File: src/rtl/vga_sync_decoder.sv
// vga_sync_decoder: recovers pixel timing from an incoming active-low
// hsync/vsync pair, rebuilds h/v counters, checks line and frame geometry
// and reports lock status plus active-area x/y coordinates.
// Optional saturating error counter on err_count when VGA_DEC_ERRCNT_EN
// is defined; without it the port and counter are absent.
`timescale 1ns/1ps
module vga_sync_decoder #(
  parameter int H_TOTAL     = 800,
  parameter int H_SYNC      = 96,
  parameter int H_BACK      = 48,
  parameter int H_ACTIVE    = 640,
  parameter int V_TOTAL     = 525,
  parameter int V_SYNC      = 2,
  parameter int V_BACK      = 33,
  parameter int V_ACTIVE    = 480,
  parameter int LOCK_FRAMES = 2
) (
  input  logic       clk,
  input  logic       rst_n,
  input  logic       hsync,
  input  logic       vsync,
  output logic [9:0] x,
  output logic [9:0] y,
  output logic       active,
  output logic       line_start,
  output logic       frame_start,
  output logic       locked,
  output logic       sync_err
`ifdef VGA_DEC_ERRCNT_EN
  ,
  output logic [7:0] err_count
`endif
);

  typedef enum logic [1:0] {
    SEARCH = 2'd0,
    TRACK  = 2'd1,
    LOCKED = 2'd2
  } state_t;

  localparam logic [9:0] H_LAST = 10'(H_TOTAL - 1);
  localparam logic [9:0] V_LAST = 10'(V_TOTAL - 1);
  localparam logic [9:0] H_A0   = 10'(H_SYNC + H_BACK);
  localparam logic [9:0] H_A1   = 10'(H_SYNC + H_BACK + H_ACTIVE);
  localparam logic [9:0] V_A0   = 10'(V_SYNC + V_BACK);
  localparam logic [9:0] V_A1   = 10'(V_SYNC + V_BACK + V_ACTIVE);
  localparam logic [9:0] CNT_MAX = 10'h3FF;
  localparam logic [7:0] LOCK_N = 8'(LOCK_FRAMES);

  // hs_s1/vs_s1 are the first input registers, hs_s2/vs_s2 the delayed copies
  logic       hs_s1_q, hs_s2_q, vs_s1_q, vs_s2_q;
  logic [9:0] h_cnt_q, h_cnt_d;
  logic [9:0] v_cnt_q, v_cnt_d;
  logic       vs_pend_q, vs_pend_d;
  state_t     state_q, state_d;
  logic [7:0] good_q, good_d;
  logic [9:0] x_q, x_d, y_q, y_d;
  logic       active_q, active_d;
  logic       line_start_q, line_start_d;
  logic       frame_start_q, frame_start_d;
  logic       locked_q, locked_d;
  logic       sync_err_q, sync_err_d;
  logic       h_edge, v_edge, frame_bnd, chk_en, geo_err, in_act;
`ifdef VGA_DEC_ERRCNT_EN
  logic [7:0] err_cnt_q, err_cnt_d;
`endif

  // Edge detection, counters, geometry checks, FSM next state and outputs
  always_comb begin
    h_edge    = hs_s2_q & ~hs_s1_q;
    v_edge    = vs_s2_q & ~vs_s1_q;
    // a pending or coincident vsync fall turns this hsync into the frame boundary
    frame_bnd = h_edge & (vs_pend_q | v_edge);

    if (h_edge)      vs_pend_d = 1'b0;
    else if (v_edge) vs_pend_d = 1'b1;
    else             vs_pend_d = vs_pend_q;

    if (h_edge)                  h_cnt_d = '0;
    else if (h_cnt_q != CNT_MAX) h_cnt_d = h_cnt_q + 10'd1;
    else                         h_cnt_d = h_cnt_q;

    if (frame_bnd)                         v_cnt_d = '0;
    else if (h_edge && v_cnt_q != CNT_MAX) v_cnt_d = v_cnt_q + 10'd1;
    else                                   v_cnt_d = v_cnt_q;

    // geometry is only policed once a frame boundary has been seen
    chk_en  = (state_q != SEARCH);
    geo_err = chk_en & ((h_edge & (h_cnt_q != H_LAST)) |
                        (~h_edge & (h_cnt_q == H_LAST)) |
                        (frame_bnd & (v_cnt_q != V_LAST)) |
                        (h_edge & ~frame_bnd & (v_cnt_q == V_LAST)));

    state_d = state_q;
    good_d  = good_q;
    if (geo_err) begin
      state_d = SEARCH;
      good_d  = '0;
    end else begin
      case (state_q)
        SEARCH: begin
          if (frame_bnd) begin
            state_d = TRACK;
            good_d  = '0;
          end
        end
        TRACK: begin
          if (frame_bnd) begin
            good_d = good_q + 8'd1;
            if (good_d == LOCK_N) state_d = LOCKED;
          end
        end
        LOCKED:  state_d = LOCKED;
        default: state_d = SEARCH;
      endcase
    end

    // outputs are computed from the next counter values so they line up
    // with the counters once registered
    in_act = (state_d == LOCKED) &&
             (h_cnt_d >= H_A0) && (h_cnt_d < H_A1) &&
             (v_cnt_d >= V_A0) && (v_cnt_d < V_A1);
    active_d      = in_act;
    x_d           = in_act ? (h_cnt_d - H_A0) : '0;
    y_d           = in_act ? (v_cnt_d - V_A0) : '0;
    line_start_d  = h_edge;
    frame_start_d = frame_bnd;
    locked_d      = (state_d == LOCKED);
    sync_err_d    = geo_err;

`ifdef VGA_DEC_ERRCNT_EN
    if (geo_err && err_cnt_q != 8'hFF) err_cnt_d = err_cnt_q + 8'd1;
    else                               err_cnt_d = err_cnt_q;
`endif
  end

  // Input sync registers, timing counters and pixel outputs
  always_ff @(posedge clk) begin
    if (!rst_n) begin
      hs_s1_q       <= 1'b1;
      hs_s2_q       <= 1'b1;
      vs_s1_q       <= 1'b1;
      vs_s2_q       <= 1'b1;
      h_cnt_q       <= '0;
      v_cnt_q       <= '0;
      vs_pend_q     <= 1'b0;
      x_q           <= '0;
      y_q           <= '0;
      active_q      <= 1'b0;
      line_start_q  <= 1'b0;
      frame_start_q <= 1'b0;
      sync_err_q    <= 1'b0;
    end else begin
      hs_s1_q       <= hsync;
      hs_s2_q       <= hs_s1_q;
      vs_s1_q       <= vsync;
      vs_s2_q       <= vs_s1_q;
      h_cnt_q       <= h_cnt_d;
      v_cnt_q       <= v_cnt_d;
      vs_pend_q     <= vs_pend_d;
      x_q           <= x_d;
      y_q           <= y_d;
      active_q      <= active_d;
      line_start_q  <= line_start_d;
      frame_start_q <= frame_start_d;
      sync_err_q    <= sync_err_d;
    end
  end

  // Lock FSM with registered locked flag
  always_ff @(posedge clk) begin
    if (!rst_n) begin
      state_q  <= SEARCH;
      good_q   <= '0;
      locked_q <= 1'b0;
    end else begin
      state_q  <= state_d;
      good_q   <= good_d;
      locked_q <= locked_d;
    end
  end

`ifdef VGA_DEC_ERRCNT_EN
  // Saturating geometry error counter, cleared only by reset
  always_ff @(posedge clk) begin
    if (!rst_n) err_cnt_q <= '0;
    else        err_cnt_q <= err_cnt_d;
  end

  assign err_count = err_cnt_q;
`endif

  assign x           = x_q;
  assign y           = y_q;
  assign active      = active_q;
  assign line_start  = line_start_q;
  assign frame_start = frame_start_q;
  assign locked      = locked_q;
  assign sync_err    = sync_err_q;

endmodule

File: config.mk
export PLATFORM = sky130hd
export DESIGN_NAME = vga_sync_decoder
export DESIGN_NICKNAME = d
export VERILOG_FILES = /design/src/rtl/vga_sync_decoder.sv
export SDC_FILE = /design/constraint.sdc
export NUM_CORES = 1
export LEC_CHECK = 0
export BUFFER_PORTS_ARGS = -buffer_cell sky130_fd_sc_hd__buf_4
export CORE_MARGIN = 2
export CORE_UTILIZATION = 64
export DETAILED_ROUTE_END_ITERATION = 16
export GPL_TIMING_DRIVEN = 0
export PLACE_DENSITY = 0.85
export SLEW_MARGIN = 20
export SYNTH_ARGS = -nofsm -noshare
export SYNTH_HDL_FRONTEND = slang
export SYNTH_SLANG_ARGS = --single-unit
File: constraint.sdc
create_clock -name clk -period 5.9 [get_ports clk]
set_clock_uncertainty 0.1 [all_clocks]
set_input_delay 1.475 -clock clk [delete_from_list [all_inputs] [get_ports clk]]
set_output_delay 1.475 -clock clk [all_outputs]
set_load 0.02 [all_outputs]
==> impl_metrics.py, run 1 <==
metrics = {
    "clocking": {
        "ctsHoldBuffers": 0,
        "cts-buffers-inserted": 9,
        "tritoncts": "yes",
        "path_clk_slew_ns": 0.07,
        "cts.sinks": 60,
        "insertion_delay_ns": 0.34,
        "post_cts_buffers": 0,
        "clockBufferDepth": 2,
        "cts-root-buf": "clkbuf_8",
        "cts_resized": 0,
        "h-tree-depth": 3,
    },
    "timing": {
        "slew_headroom_pct": 55.5,
        "finalSetupTns_ns": 0,
        "min_period_ns": 3.39,
        "finalHoldViolations": 0,
        "max_freq_ghz": 0.295,
        "setup_slack_ns": 2.51,
        "rsz0062_at_grt": "false",
        "tightest_slew_ns": 0.662,
        "post-route-period-util_pct": 57.5,
        "setup_viol": 0,
        "maxSlewViolCount": 0,
    },
    "placed_design": {
        "place_area_mm2": 0.00357,
        "hpwl_um": 5240,
        "io_buffers": 28,
        "dp_cells": 459,
        "gp_congestion": 0.908,
        "preCtsSetupSlack_ns": 2.62,
    },
    "logic_synthesis": {
        "syn_inst": 361,
        "synthTopCellsByCount": "dfxtp_1 (60), nor2_1 (44), a21oi_1 (21), nand2_1 (21), nor3_2 (16)",
        "syn_avg_cell_area_um2": 9.06,
        "yosys_warnings": 0,
        "async_reset_ff_share_pct": 0,
        "synth_edf_count": 0,
        "synth_area_leader_cell": "dfxtp_1",
        "synth_fp_nets": 373,
        "synth.distinct_cells": 68,
        "synth_area_mm2": 0.00327,
        "ys.flop_type": "dfxtp_1",
        "yosysSeqAreaShare_pct": 36.7,
        "yosys_register_bits": 60,
        "yosysMostFrequentCell": "dfxtp_1",
        "synth_area_leaders": "dfxtp_1 (37%), nor2_1 (5.1%), nor3_2 (4.9%)",
        "synth_top_cell_area_share_pct": 36.7,
    },
    "drt": {
        "drtAntennaViolNets": 0,
        "first_pass_iters": 4,
        "finalWirelength_um": 7440,
        "drc": 0,
        "vias": 2930,
        "first_iter_violations": 195,
        "viasPerCell": 6.19,
        "detail_route.wl_per_cell_um": 15.7,
    },
    "worst_hold_path": {
        "hold_path_depth": 1,
        "hp-class": "reg2reg",
    },
    "setup_path": {
        "end_kind": "register",
        "worstPathRequired_ns": 6.01,
        "startpoint_type": "register",
        "critPathMaxFanout": 10,
        "critical_path_class": "reg2reg",
        "rr_worst_depth": 12,
        "worstPathArrival_ns": 3.50,
    },
    "layout": {
        "final_cells": 473,
        "fillers": 392,
        "drive_above_1_share_pct": 24.8,
        "syn_to_final_growth_pct": 14.5,
        "antenna_cells": 0,
        "fin_nets": 412,
        "final_area_mm2": 0.00374,
    },
    "global_route": {
        "grt_pass1_vias": 2640,
        "grtUsageTotal_pct": 27.7,
        "grt_max_degree": 11,
        "grt_antenna_before_repair": 0,
        "grt_pass1_wl_um": 12100,
        "gr-total-overflow": 0,
    },
    "power_and_ir_drop": {
        "p_seq_share_pct": 52.3,
        "p_leak_uw": 0.00141,
        "switching_share_pct": 23.6,
        "clkPwrFrac_pct": 42.4,
        "internal_power_uw": 606,
        "p_comb_share_pct": 5.4,
        "ir_worst_vdd_mv": 0.143,
        "p_per_area_mw_per_mm2": 212,
        "p_switching_uw": 187,
    },
    "floorplanning": {
        "io_pins": 29,
        "start_util_pct": 65.3,
        "die_h_um": 75.5,
        "core_mm2": 0.00501,
        "num_rows": 26,
        "fp.dieW_um": 75.5,
        "fp.dieArea_mm2": 0.00570,
    },
    "job": {
        "cap_violations": 0,
    },
    "run_status": {
        "outcome": "finished clean",
    },
}
path summary, 6_finish.rpt:
check	from	endpoint	slack, ns
max	hs_s1_q	y[5]	2.51
min	vs_s1_q	vs_s2_q	0.37
min reg2reg	vs_s1_q	vs_s2_q	0.37
max reg2reg	hs_s1_q	y[5]	2.51
cell families after synthesis:
| logic type | Yosys count | share of synthesized area [%] |
|---|---|---|
| AO/OA/AOI/OAI | 80 | 18.6 |
| XOR/XNOR | 13 | 3.48 |
| adder cells (fa/ha/maj) | 8 | 3.06 |
| buffers and inverters | 28 | 5.47 |
| flip-flops | 60 | 36.7 |
| multiplexers | 2 | 0.612 |
| AND/OR/NAND/NOR | 170 | 32.1 |
power groups by stage:
stage / sequential [uW] / clock [uW] / combinational, uW
5_1_grt: 415 / 356 / 46.3
3_3_place_gp: 423 / 0 / 40.4
2_1_floorplan: 423 / 0 / 28.8
6_report: 414 / 336 / 42.5
3_5_place_dp: 423 / 0 / 41.5
4_1_cts: 414 / 339 / 41.9
layout by cell type, fill, tap and decap left out, drive strengths merged, types with 3 or more instances in the layout:
master  netlist  layout
dfxtp        60      60
nor2         44      44
buf           8      36
nor3         31      31
a21oi        21      21
nand2        21      21
clkbuf        8      20
o21ai        14      14
inv          12      12
nand3        12      12
xnor2        11      11
a31oi         8       8
ha            8       8
and3          8       8
nor3b         8       8
nand2b        7       7
nor4          7       7
and2          7       7
nand4         5       5
o31ai         5       5
or2           5       5
a211oi        4       4
a311oi        4       4
and4b         3       3
a211o         3       3
a41oi         3       3
and4          3       3
a21o          3       3
layout make-up:
type                       instances  area [um^2]  share of cell area (%)
multi-input combinational        273         1890                    50.5
sequential                        60         1200                    32.1
timing repair buffer              28          210                    5.62
clock buffer                      12          165                    4.41
buffer                            16          134                    3.58
tap                               70         87.6                    2.34
inverter                          12         45.0                    1.20
clock inverter                     2         10.0                   0.267
registers in the layout (all words and copies together), names as in the netlist, 2 cells and up:
| signal | flops |
|---|---|
| state_q | 2 |
| x | 10 |
| y | 10 |
| h_cnt_q | 10 |
| good_q | 8 |
| v_cnt_q | 10 |
through the flow:
step	hold WS, ns	utilization [%]	total power, uW
6_report	0.369	74.7	793
4_1_cts	0.374	74.7	795
3_5_place_dp	0.352	71.2	465
2_1_floorplan	0.325	-	452
5_1_grt	0.404	74.7	817
3_3_place_gp	0.353	71.2	464
critical path: stages (launching register included):
cell and delay (ns):
dfxtp_1 0.38, and2b_2 0.25, clkbuf_8 0.17, clkbuf_1 0.25, nor3_1 0.49, inv_1 0.16, ha_1 0.21, clkbuf_1 0.20
o21ai_0 0.14, nor3b_1 0.08, o31ai_2 0.49, buf_6 0.26, nor3_2 0.07
layer usage:
metal  part of all wire, %  vias to the layer above  global-route usage, %
met5                     0                        -                      0
met4                   2.4                        0                   9.94
met3                   5.6                       20                   7.80
met2                    48                      116                   44.0
met1                    44                     1399                   36.3
li1                      -                     1395                      -
(Power assumes the default switching activity.)
==> run 2: changes to the inputs <==
--- a/config.mk
+++ b/config.mk
@@ -7,10 +7,10 @@
 export LEC_CHECK = 0
 export BUFFER_PORTS_ARGS = -buffer_cell sky130_fd_sc_hd__buf_4
 export CORE_MARGIN = 2
-export CORE_UTILIZATION = 64
+export CORE_UTILIZATION = 59
 export DETAILED_ROUTE_END_ITERATION = 16
 export GPL_TIMING_DRIVEN = 0
-export PLACE_DENSITY = 0.85
+export PLACE_DENSITY = 0.79
 export SLEW_MARGIN = 20
 export SYNTH_ARGS = -nofsm -noshare
 export SYNTH_HDL_FRONTEND = slang
==> constraint.sdc (replaced) <==
create_clock -name clk -period 3.2 [get_ports clk]
set_clock_uncertainty 0.1 [all_clocks]
set_input_delay 0.8 -clock clk [delete_from_list [all_inputs] [get_ports clk]]
set_output_delay 0.8 -clock clk [all_outputs]
set_load 0.02 [all_outputs]
==> run 2 against run 1 <==
- setup slack worse by 2.4 ns
- register-to-register slack got worse by 2.4 ns
- combinational power is 95% higher
- sequential share of layout area down 0.99 points
- global-route usage decreased by 2.8 points
- total power grew 90%
- sequential power rose by 85%
- cell count up 2.1%
==> impl_metrics.py, run 2 (synthesized netlist as in run 1, its figures left out) <==
metrics = {
    "timing": {
        "slew_headroom_pct": 53.4,
        "post-route-period-util_pct": 96.0,
        "finalSetupTns_ns": 0,
        "finalHoldViolations": 0,
        "max_freq_ghz": 0.326,
        "maxSlewViolCount": 0,
        "hold_slack_ns": 0.364,
        "min_period_ns": 3.07,
        "tightest_slew_ns": 0.694,
        "setup_viol": 0,
    },
    "drt": {
        "vias": 2924,
        "drtAntennaViolNets": 0,
        "viasPerCell": 6.05,
        "first_iter_violations": 201,
        "finalWirelength_um": 7700,
        "first_pass_iters": 5,
        "drc": 0,
        "detail_route.wl_per_cell_um": 15.9,
    },
    "layout": {
        "final_common_cell": "dfxtp_1",
        "final_cell_mix": "dfxtp_1 (58), nor2_1 (44), buf_4 (34)",
        "drive_above_1_share_pct": 28.0,
        "final_util_pct": 71.2,
        "final_cells": 483,
        "syn_to_final_growth_pct": 18.4,
        "fin_nets": 418,
        "antenna_cells": 0,
    },
    "placed_design": {
        "dp_cells": 461,
        "gp_congestion": 0.943,
        "io_buffers": 28,
        "hpwl_um": 5270,
    },
    "global_route": {
        "gr-total-overflow": 0,
        "grt_pass1_vias": 2686,
        "grt_pass1_wl_um": 12100,
        "grtUsageTotal_pct": 24.9,
        "grt_max_degree": 11,
        "grt_antenna_before_repair": 0,
    },
    "power_and_ir_drop": {
        "p_leak_uw": 0.00144,
        "ir_worst_vdd_mv": 0.257,
        "p_per_area_mw_per_mm2": 390,
    },
    "clocking": {
        "clockBufferDepth": 2,
        "cts.sinks": 60,
        "cts-buffers-inserted": 9,
        "path_clk_slew_ns": 0.07,
        "ctsHoldBuffers": 0,
        "cts-root-buf": "clkbuf_8",
        "insertion_delay_ns": 0.35,
        "h-tree-depth": 3,
        "tritoncts": "yes",
    },
    "floorplanning": {
        "num_rows": 27,
        "io_pins": 29,
        "start_util_pct": 60.1,
        "core_mm2": 0.00544,
        "fp.dieArea_mm2": 0.00615,
        "fp.dieW_um": 78.4,
        "die_h_um": 78.4,
    },
    "setup_path": {
        "critPathMaxFanout": 6,
        "startpoint_type": "register",
        "critical_path_class": "reg2reg",
        "worstPathArrival_ns": 3.22,
        "end_kind": "register",
        "worstPathRequired_ns": 3.35,
    },
    "run_status": {
        "outcome": "finished clean",
    },
    "worst_hold_path": {
        "hp-class": "reg2reg",
    },
    "job": {
        "cap_violations": 0,
    },
}
## run 2: cell types whose count changed in the layout (fill, tap and decap cells not counted), sizes merged
cell	previous run	this run
buf	36	43
clkbuf	20	18
bufinv	0	1
clkinv	2	3
clkinvlp	0	1
## run 2: worst max-delay path, stage by stage (launching register included)
cell	delay, ns
dfxtp_2	0.39
ha_4	0.18
and4_1	0.19
buf_6	0.13
a31oi_4	0.10
xnor2_1	0.23
nor2_1	0.13
ha_1	0.28
nor4_4	0.36
buf_4	0.19
a32oi_4	0.13
buf_4	0.18
buf_4	0.12
nor4_1	0.25
## run 2: layout make-up
class / count / area, um^2
inverters: 12 / 45.0
multi-input cells: 273 / 1960
flip-flops and latches: 60 / 1200
well taps: 72 / 90.1
fillers: 414 / 1570
repair buffers: 35 / 260
clock buffers: 11 / 131
clock inverters: 5 / 52.6
plain buffers: 15 / 131
## run 2: worst paths after layout
check	startpoint	end	slack [ns]	cells past startpoint
min	vs_s1_q	vs_s2_q	0.36	1
max	v_cnt_q[0]	y[7]	0.13	13
max reg2reg	v_cnt_q[0]	y[7]	0.13	13
min reg2reg	vs_s1_q	vs_s2_q	0.36	1
## run 2: metal layers
| metal | global-route usage, % | part of all wire, % | wire length [um] |
|---|---|---|---|
| met1 | 31.0 | 43 | 3300 |
| met2 | 40.0 | 49 | 3780 |
| met3 | 6.90 | 6.0 | 460 |
| met4 | 11.9 | 2.1 | 160 |
| met5 | 0 | 0 | 0 |
## run 2: repair_timing
action	CTS	global route
setup endpoints to repair	20	21
setup buffers	0	5
gates cloned	0	2
pin swaps	0	4
resized for setup	3	13
endpoints found under the hold margin	0	0
## run 2: per-stage QoR
step / setup WS, ns / power (uW) / instance area [um^2]
after floorplan: 0.327 / 833 / 3270
after global placement: -0.0914 / 855 / 3570
after detailed placement: -0.0730 / 856 / 3570
after CTS: 0.00193 / 1510 / 3770
after global routing: -0.0883 / 1550 / 3870
final: 0.128 / 1510 / 3870
## run 2: where the power goes
part           switching [uW]  leakage [uW]  internal [uW]  total, uW
clock network             307     0.0000931            356        663
registers                9.41      0.000486            756        765
logic                    52.8      0.000861           29.9       82.7
total                     369       0.00144           1140       1510
==> run 3: changes to the inputs <==
--- a/config.mk
+++ b/config.mk
@@ -7,10 +7,10 @@
 export LEC_CHECK = 0
 export BUFFER_PORTS_ARGS = -buffer_cell sky130_fd_sc_hd__buf_4
 export CORE_MARGIN = 2
-export CORE_UTILIZATION = 59
+export CORE_UTILIZATION = 40
 export DETAILED_ROUTE_END_ITERATION = 16
 export GPL_TIMING_DRIVEN = 0
-export PLACE_DENSITY = 0.79
+export PLACE_DENSITY = 0.57
 export SLEW_MARGIN = 20
 export SYNTH_ARGS = -nofsm -noshare
 export SYNTH_HDL_FRONTEND = slang
==> run 3 against run 2 <==
- via count is 1.3% lower
- global-route usage is 6.3 points lower
- count of clock-buffer cells in the layout fell by 1
- critical path type unchanged
- largest power group unchanged
==> impl_metrics.py, run 3 (synthesized netlist as in run 1, its figures left out) <==
metrics = {
    "setup_path": {
        "critical_path_class": "reg2reg",
        "reg2reg_from": "v_cnt_q[0]",
        "reg2reg_to": "x[4]",
        "worstPathRequired_ns": 3.31,
        "endpoint": "x[4]",
        "worst-r2r-setup-slack_ns": 0.13,
        "rr_worst_depth": 14,
        "critPathMaxFanout": 6,
        "end_kind": "register",
        "startpoint_type": "register",
        "cp-startpoint": "v_cnt_q[0]",
        "worstPathArrival_ns": 3.18,
    },
    "layout": {
        "seqCellArea_mm2": 0.00121,
        "final_common_cell": "dfxtp_1",
        "drive_above_1_share_pct": 29.9,
        "final_cell_mix": "dfxtp_1 (58), nor2_1 (42), buf_4 (35)",
        "fin_nets": 419,
        "multi_input_area_mm2": 0.00197,
        "fillers": 762,
        "final_util_pct": 50.7,
        "syn_to_final_growth_pct": 21.1,
        "antenna_cells": 0,
    },
    "floorplanning": {
        "die_h_um": 94.4,
        "num_rows": 32,
        "start_util_pct": 41.9,
        "fp.dieW_um": 94.4,
        "io_pins": 29,
        "fp.dieArea_mm2": 0.00891,
        "core_mm2": 0.00781,
    },
    "run_status": {
        "outcome": "finished clean",
    },
    "global_route": {
        "grt_pass1_vias": 2653,
        "grt_antenna_before_repair": 0,
        "grt_pass1_wl_um": 12900,
        "grt_max_degree": 20,
        "gr-total-overflow": 0,
        "grtUsageTotal_pct": 18.6,
    },
    "power_and_ir_drop": {
        "p_comb_share_pct": 5.4,
        "p_leak_uw": 0.00145,
        "switching_share_pct": 24.1,
        "ir_worst_vdd_mv": 0.188,
        "p_switching_uw": 388,
        "p_seq_share_pct": 47.4,
        "p_per_area_mw_per_mm2": 408,
        "internal_power_uw": 1230,
        "clkPwrFrac_pct": 47.2,
    },
    "placed_design": {
        "io_buffers": 28,
        "hpwl_um": 5730,
        "gp_congestion": 0.811,
    },
    "clocking": {
        "clockBufferDepth": 2,
        "cts-buffers-inserted": 9,
        "ctsHoldBuffers": 0,
        "insertion_delay_ns": 0.34,
        "h-tree-depth": 3,
        "path_clk_slew_ns": 0.07,
        "cts-root-buf": "clkbuf_8",
        "cts.sinks": 60,
        "tritoncts": "yes",
    },
    "drt": {
        "first_iter_violations": 127,
        "viasPerCell": 5.61,
        "vias": 2885,
        "first_pass_iters": 4,
        "finalWirelength_um": 8070,
        "drtAntennaViolNets": 0,
        "drc": 0,
        "detail_route.wl_per_cell_um": 15.7,
    },
    "timing": {
        "hold_slack_ns": 0.369,
        "tightest_slew_ns": 0.684,
        "min_period_ns": 3.07,
        "setup_viol": 0,
        "finalHoldViolations": 0,
        "maxSlewViolCount": 0,
        "slew_headroom_pct": 54.0,
        "max_freq_ghz": 0.326,
        "post-route-period-util_pct": 95.8,
    },
    "job": {
        "cap_violations": 0,
    },
    "worst_hold_path": {
        "hp-class": "reg2reg",
        "hold_path_depth": 1,
    },
}
[run 3: power by group through the flow]
stage	clock network, uW	logic (uW)	registers (uW)
after global routing	810	96.7	766
final	763	87.0	765
after global placement	0	79.3	780
after floorplan	0	53.2	780
after detailed placement	0	79.0	780
after CTS	778	79.5	763
[run 3: per-stage QoR]
stage | area (um^2) | setup WS, ns | total power [uW] | cells | TNS, ns
6_report | 3960 | 0.135 | 1610 | 514 | 0
5_1_grt | 3960 | -0.0716 | 1670 | 514 | -0.763
4_1_cts | 3830 | 0.0176 | 1620 | 506 | 0
3_5_place_dp | 3610 | -0.144 | 859 | 491 | -2.62
3_3_place_gp | 3610 | -0.116 | 860 | 491 | -2.03
2_1_floorplan | 3270 | 0.327 | 833 | 361 | 0
[run 3: worst max-delay path, stage by stage, from the launching register on]
cell	delay, ns
dfxtp_4	0.38
ha_4	0.18
and4_1	0.16
buf_6	0.13
a31oi_4	0.27
nor2_2	0.06
a21oi_2	0.13
nor2_1	0.08
ha_2	0.21
nor4_4	0.38
o2111ai_2	0.20
a32oi_2	0.29
buf_4	0.18
buf_6	0.12
nor3_2	0.04
[run 3: how the worst min path moves through the flow]
stage	start	endpoint	slack, ns
after detailed placement	vs_s1_q	vs_s2_q	0.35
after CTS	vs_s1_q	vs_s2_q	0.38
after global routing	vs_s1_q	vs_s2_q	0.40
after floorplan	vs_s1_q	vs_s2_q	0.33
final	vs_s1_q	vs_s2_q	0.37
after global placement	vs_s1_q	vs_s2_q	0.35
[run 3: repair_timing]
item                       in CTS  in global routing
gates cloned                    0                  4
setup endpoints to repair      21                 20
buffers inserted                0                  5
pin swaps                       1                  5
resized for setup               3                 19
[run 3: metal layers]
metal / up-vias / share of wire (%) / GRT usage [%]
met4: 0 / 1.3 / 5.19
met2: 51 / 49 / 31.0
met1: 1403 / 47 / 23.6
met3: 11 / 3.3 / 5.19
met5: - / 0 / 0
li1: 1420 / - / -
[run 3: cell type report]
| type | instances | share of cell area [%] |
|---|---|---|
| flip-flops and latches | 60 | 30.5 |
| well taps | 102 | 3.22 |
| inverters | 12 | 1.14 |
| plain buffers | 14 | 3.19 |
| multi-input cells | 273 | 49.6 |
| clock inverters | 6 | 2.24 |
| repair buffers | 37 | 6.89 |
| clock buffers | 10 | 3.22 |
